### config.mk
export PLATFORM = sky130hd
export DESIGN_NAME = logic_block_s
export DESIGN_NICKNAME = d
export VERILOG_FILES = /design/src/rtl/logic_block_pkg.sv /design/src/rtl/full_adder.sv /design/src/rtl/logic_block_s.sv
export SDC_FILE = /design/constraint.sdc
export NUM_CORES = 1
export LEC_CHECK = 0
export ABC_CLOCK_PERIOD_IN_PS = 800
export BUFFER_PORTS_ARGS = -buffer_cell sky130_fd_sc_hd__buf_2
export CORE_MARGIN = 10
export CORE_UTILIZATION = 47
export CTS_CLUSTER_DIAMETER = 80
export DETAILED_ROUTE_END_ITERATION = 16
export GPL_TIMING_DRIVEN = 0
export PLACE_DENSITY = 0.77
export SLEW_MARGIN = 20
export SYNTH_ARGS = -nofsm -noshare
export SYNTH_HDL_FRONTEND = slang
export SYNTH_SLANG_ARGS = --single-unit
### constraint.sdc
create_clock -name clk -period 0.8 [get_ports clk]
set_input_delay 0.04 -clock clk [delete_from_list [all_inputs] [get_ports clk]]
set_output_delay 0.04 -clock clk [all_outputs]
set_load 0.005 [all_outputs]
### src/rtl/logic_block_pkg.sv
// logic_block_pkg: shared width and mode encodings for the registered ALU
package logic_block_pkg;
  localparam int WIDTH = 8;
  localparam logic [1:0] MODE_ADD = 2'b00;
  localparam logic [1:0] MODE_SUB = 2'b01;
  localparam logic [1:0] MODE_AND = 2'b10;
  localparam logic [1:0] MODE_XOR = 2'b11;
endpackage

### src/rtl/full_adder.sv
// full_adder: single-bit gate-level adder used in the ripple chain
module full_adder (
  input  logic a,
  input  logic b,
  input  logic c,
  output logic s,
  output logic co
);
  assign s  = a ^ b ^ c;
  assign co = (a & b) | (a & c) | (b & c);
endmodule

### src/rtl/logic_block_s.sv
// logic_block_s: structural ALU, ripple-carry adder plus per-bit gates and mux
module logic_block_s
  import logic_block_pkg::*;
(
  input  logic             clk,
  input  logic             rst_n,
  input  logic [WIDTH-1:0] A,
  input  logic [WIDTH-1:0] B,
  input  logic             Ci,
  input  logic [1:0]       m,
  output logic [WIDTH-1:0] W,
  output logic             Co
);
  logic [WIDTH:0]   c;
  logic [WIDTH-1:0] bx, s, nw;
  logic             nco;
  assign c[0] = Ci;
  // inverting B turns the adder into A + ~B + Ci for subtraction
  assign bx = B ^ {WIDTH{m == MODE_SUB}};
  for (genvar i = 0; i < WIDTH; i++) begin : g_bit
    full_adder fa (.a(A[i]), .b(bx[i]), .c(c[i]), .s(s[i]), .co(c[i+1]));
    assign nw[i] = m[1] ? (m[0] ? A[i] ^ B[i] : A[i] & B[i]) : s[i];
  end
  assign nco = ~m[1] & c[WIDTH];
  always_ff @(posedge clk or negedge rst_n)
    if (!rst_n) {Co, W} <= '0;
    else {Co, W} <= {nco, nw};
endmodule

== After elaboration in Yosys (flattened, before gate mapping) ==
Index checks and enable logic that the tools add are counted.
W data, S select, Z words.

* Flip-flop bits (word level): 9
* Bits of input ports: 21
* Output and inout port bits: 9
* Logic and storage cells: 94

* Eq/ne operators: 1
* Multiplexer cells: 16
* Bitwise gates (word level): 75

{| class="wikitable"
|+ Operators with widths
! operator !! number
|-
| $and A1 B1 Y1 || 33
|-
| $xor A1 B1 Y1 || 24
|-
| $mux W1 || 16
|-
| $or A1 B1 Y1 || 16
|-
| $xor A8 B8 Y8 || 1
|-
| $eq A2 B1 Y1 const B || 1
|-
| $not A1 Y1 || 1
|}

== Depth between registers and ports, before layout ==
* Depth in word-level cells: 27
* Mapped depth: 14
* Depth with buffers taken out: 12

== Modules after synthesis ==
A second synthesis with hierarchy kept.

* Cell total of the unflattened synthesis: 63
* Area, all modules: 760.7 sq um

{| class="wikitable"
|+ Modules (own cells, without submodules)
! module !! instances !! cells an instance !! area each (sq um) !! sequential area each (sq um)
|-
| logic_block_s || 1 || 55 || 600.6 || 225.2
|-
| full_adder || 8 || 1 || 20.0 || 0.0
|}

== Worst setup path before layout ==
Ideal clock, no wire load.

* Kind: input-to-reg
* From: in m[0]
* To: reg W[7]
* Setup time: 128 ps
* Data arrival time: 3,387 ps
* Data required time: 672 ps
* Slack: -2,715 ps
* Stages on the path: 14
* Path buffers: 2
* Path through: buf_6 and2b_1 buf_6 xor2_2 fa_1 fa_1 inv_1 fa_1 fa_1 fa_1 fa_1 fa_1 fa_1 mux2i_1

* Word-level cells in the longest chain between the ends: 25
* Elaborated cells on any way between the ends: 40
* Classes of those cells: eq/ne (1); mux (2); bitwise (37)

{| class="wikitable"
|+ RTL lines
! element !! line !! text
|-
| from (decl) || logic_block_s.sv:10 || <nowiki>input logic [1:0] m,</nowiki>
|-
| $eq A2 B1 Y1 || logic_block_s.sv:19 || <nowiki>assign bx = B ^ {WIDTH{m == MODE_SUB}};</nowiki>
|-
| $xor A8 B8 Y8 || logic_block_s.sv:19 ||
|-
| $and A1 B1 Y1 || full_adder.sv:10 || <nowiki>assign co = (a & b) | (a & c) | (b & c);</nowiki>
|-
| $or A1 B1 Y1 (2 in a row) || full_adder.sv:10 ||
|-
| $and A1 B1 Y1 || full_adder.sv:10 ||
|-
| $or A1 B1 Y1 (2 in a row) || full_adder.sv:10 ||
|-
| $and A1 B1 Y1 || full_adder.sv:10 ||
|-
| $or A1 B1 Y1 (2 in a row) || full_adder.sv:10 ||
|-
| (+4 left out) || -- ||
|-
| $or A1 B1 Y1 (2 in a row) || full_adder.sv:10 ||
|-
| $and A1 B1 Y1 || full_adder.sv:10 ||
|-
| $or A1 B1 Y1 (2 in a row) || full_adder.sv:10 ||
|-
| $and A1 B1 Y1 || full_adder.sv:10 ||
|-
| $or A1 B1 Y1 (2 in a row) || full_adder.sv:10 ||
|-
| $xor A1 B1 Y1 || full_adder.sv:9 || <nowiki>assign s = a ^ b ^ c;</nowiki>
|-
| $mux W1 (*) || logic_block_s.sv:22 || <nowiki>assign nw[i] = m[1] ? (m[0] ? A[i] ^ B[i] : A[i] & B[i]) : s[i];</nowiki>
|-
| net nw[7] || logic_block_s.sv:15 || <nowiki>logic [WIDTH-1:0] bx, s, nw;</nowiki>
|-
| to (signal assigned) || logic_block_s.sv:27 || <nowiki>else {Co, W} <= {nco, nw};</nowiki>
|-
| to (decl) || logic_block_s.sv:11 || <nowiki>output logic [WIDTH-1:0] W,</nowiki>
|}

The timed path passes the listed nets; every way through them passes the cells marked *.

== Worst setup path in the final report ==
* From: in m[1]
* To: reg W[7]

The elaborated chain is that of the path after synthesis.

==> flow_metrics.env <==
export IMPL_syn_nets=100
export IMPL_synth_top_cells_by_area="dfrtp_1 28%, fa_1 20%, mux2i_1 18%, ha_1 13%, xnor2_1 6.6%"
export IMPL_grt_max_degree=11
export IMPL_rows=14
export IMPL_seqPwrFrac=0.376
export IMPL_worstMarginPinSlew_ns=0.2528
export IMPL_gp_congestion=0.6926
export IMPL_start_kind="input port"
export IMPL_ant_nets=0
export IMPL_die_h_um=61.08
export IMPL_post_drt_wl_per_cell_um=15.10
export IMPL_worstHoldPathType="in2reg"
export IMPL_finalPower_mw=1.506
export IMPL_dieArea_um2=3731
export IMPL_vias=563
export IMPL_fin_crit_ns=3.158
export IMPL_yosysMostFrequentCell="mux2i_1"
export IMPL_drtIter0Drc=7
export IMPL_endpoint="W[7]"
export IMPL_antenna_found_initial=0
export IMPL_p_int_mw=1.045
export IMPL_core_um2=1559
export IMPL_cts_root_buf="clkbuf_4"
export IMPL_ys_types=12
export IMPL_cts_tree="done"
export IMPL_worstPathRequired_ns=0.93
export IMPL_combPwrFrac=0.392
export IMPL_async_flop_share=1.000
export IMPL_synth_top_area_share=0.2839
export IMPL_slew_headroom=0.8314
export IMPL_port_buffers=28
export IMPL_final_nets=137
export IMPL_power_switching_mw=0.4616
export IMPL_fin_crit_sh=3.948
export IMPL_met2_usage=0.1879
export IMPL_yosysSeqAreaShare=0.2839
export IMPL_clock_sinks=9
export IMPL_syn_cell_area_um2=793.3
export IMPL_crit_start="m[1]"
export IMPL_placed_cell_area_um2=977.2
export IMPL_syn_avg_cell_area_um2=12.59
export IMPL_busiest_layer="met2"
export IMPL_grt_pass1_vias=643
export IMPL_grt_pass1_wl_mm=2.898
export IMPL_grt_total_usage=0.1012
export IMPL_routed_wl_mm=1.737
export IMPL_ys_flop_type="dfrtp_1"
export IMPL_p_leak_nw=0.5424
export IMPL_hpwl_mm=1.377
export IMPL_fin_area_um2=1047
export IMPL_setup_violations_final=9
export IMPL_status="complete, but fails checks"
export IMPL_setup_slack_ns=-2.358
export IMPL_drive_gt1_frac=0.5051
export IMPL_use_met1=0.1106
export IMPL_crit_fanout=2
export IMPL_syn_inst=63
export IMPL_post_drt_via_cell_ratio=4.896
export IMPL_yosys_top_cells_count="14 x mux2i_1, 9 x dfrtp_1, 8 x fa_1, 8 x ha_1, 7 x inv_1"
export IMPL_final_max_slew_viol_count=0
export IMPL_globalRouteMet3Util=0.02469
export IMPL_diodes=0
export IMPL_start_util=0.5088
export IMPL_power_density_nw_per_um2=1438
export IMPL_cp_arrival_ns=3.29
export IMPL_area_growth_pct=32.02
export IMPL_synth_seq_cells=9
export IMPL_rsz0062_at_grt="yes"
export IMPL_clock_path_buffers=2
export IMPL_drc=0
export IMPL_synth_edf_count=0
export IMPL_synth_warning_count=0
export IMPL_die_w_um=61.08
export IMPL_clkTransAtPathRegs_ns=0.06
export IMPL_max_vdd_ir_drop_uv=782.2
export IMPL_overflow=0
export IMPL_fmax_mhz=316.6
export IMPL_cp_end_kind="flop"
export IMPL_ios=30
export IMPL_violations="negative setup slack"
export IMPL_swShare=0.3065
export IMPL_first_pass_iters=2
export IMPL_fillers=128
export IMPL_timing_worst_setup_path_type="in2reg"
export IMPL_yosys_area_top_type="dfrtp_1"
export IMPL_final_hold_viol_count=0
export IMPL_maxCapViolCount=0
export IMPL_pwr_share_clk=0.232
export IMPL_htreeDepth=1
export IMPL_cts_buffers=3
## flip-flops by register name, indices dropped and copies added (netlist names)
signal and flops:
Co 1, W 8
## area by class of cell
class	count	area, µm²	area share
clock buffers	4	26.28	0.02509
repair buffers	33	186.4	0.1780
inverters	7	26.28	0.02509
plain buffers	2	25.02	0.02389
well taps	16	20.02	0.01912
multi-input cells	44	538.0	0.5137
flip-flops and latches	9	225.2	0.2151
## cell usage in the layout, fill, tap and decap left out
master,netlist,routed
buf_4,0,4
buf_12,0,1
clkbuf_1,0,1
buf_2,1,28
clkbuf_4,0,3
ha_1,8,8
mux2i_1,14,14
dlygate4sd3_1,0,1
inv_1,7,6
xor2_2,2,2
dfrtp_1,9,9
and2b_2,0,1
a21oi_1,2,2
xnor2_1,6,6
buf_6,2,1
fa_2,0,8
inv_2,0,1
nor2_2,0,1
nor2_1,3,2
## critical path, cell delays in order
cell     delay [ns]
buf_6          0.09
and2b_2        0.23
xor2_2         0.16
fa_2           0.22
fa_2           0.19
inv_2          0.04
fa_2           0.33
fa_2           0.35
fa_2           0.35
fa_2           0.36
fa_2           0.35
fa_2           0.52
mux2i_1        0.06
## through the flow
stage | instances | utilization | TNS, ns | hold slack [ns] | setup slack (ns)
2_1_floorplan | 63 | - | -14.37 | -0.2556 | -2.520
3_3_place_gp | 107 | 0.6268 | -15.45 | -0.1060 | -2.690
3_5_place_dp | 107 | 0.6268 | -15.78 | -0.1002 | -2.715
4_1_cts | 116 | 0.6750 | -12.41 | 0.06055 | -2.353
5_1_grt | 115 | 0.6718 | -12.75 | 0.06629 | -2.464
6_report | 115 | 0.6718 | -12.11 | 0.06357 | -2.358
## cell families after synthesis
kind of cell / count (synthesis) / synth area share
AND/OR/NAND/NOR: 4 / 0.02366
adder cells (fa/ha/maj): 16 / 0.3281
flip-flops: 9 / 0.2839
XOR/XNOR: 8 / 0.1073
multiplexers: 14 / 0.1767
AO/OA/AOI/OAI: 2 / 0.01262
buffers and inverters: 10 / 0.06782
## metal layers
metal | up-vias | wire length [µm]
li1 | 276 | -
met1 | 272 | 652
met2 | 15 | 968
met3 | 0 | 116
met4 | 0 | 0
met5 | - | 0
## how the worst min path moves through the flow
stage / to / cells past startpoint / startpoint / slack, ns
after global routing: W[3] / 3 / m[1] / 0.07
after detailed placement: W[0] / 1 / rst_n / -0.10
final: W[3] / 3 / m[1] / 0.06
after CTS: W[3] / 3 / m[1] / 0.06
after global placement: W[0] / 1 / rst_n / -0.11
after floorplan: Co / 0 / rst_n / -0.26
## power groups by stage
stage	logic (mW)	clock network, mW	registers [mW]
floorplan	0.313	0	0.588
global placement	0.546	0	0.572
detailed placement	0.574	0	0.576
CTS	0.599	0.355	0.568
global route	0.685	0.383	0.575
finish	0.590	0.350	0.567
## repair_timing
item / CTS / global route
endpoints found under the setup margin: 9 / 17
hold buffers: 1 / 0
resized for setup: 3 / 3
pin swaps: 1 / 1
endpoints found under the hold margin: 9 / 0
buffers inserted: 4 / 0
(Power assumes the default switching activity.)
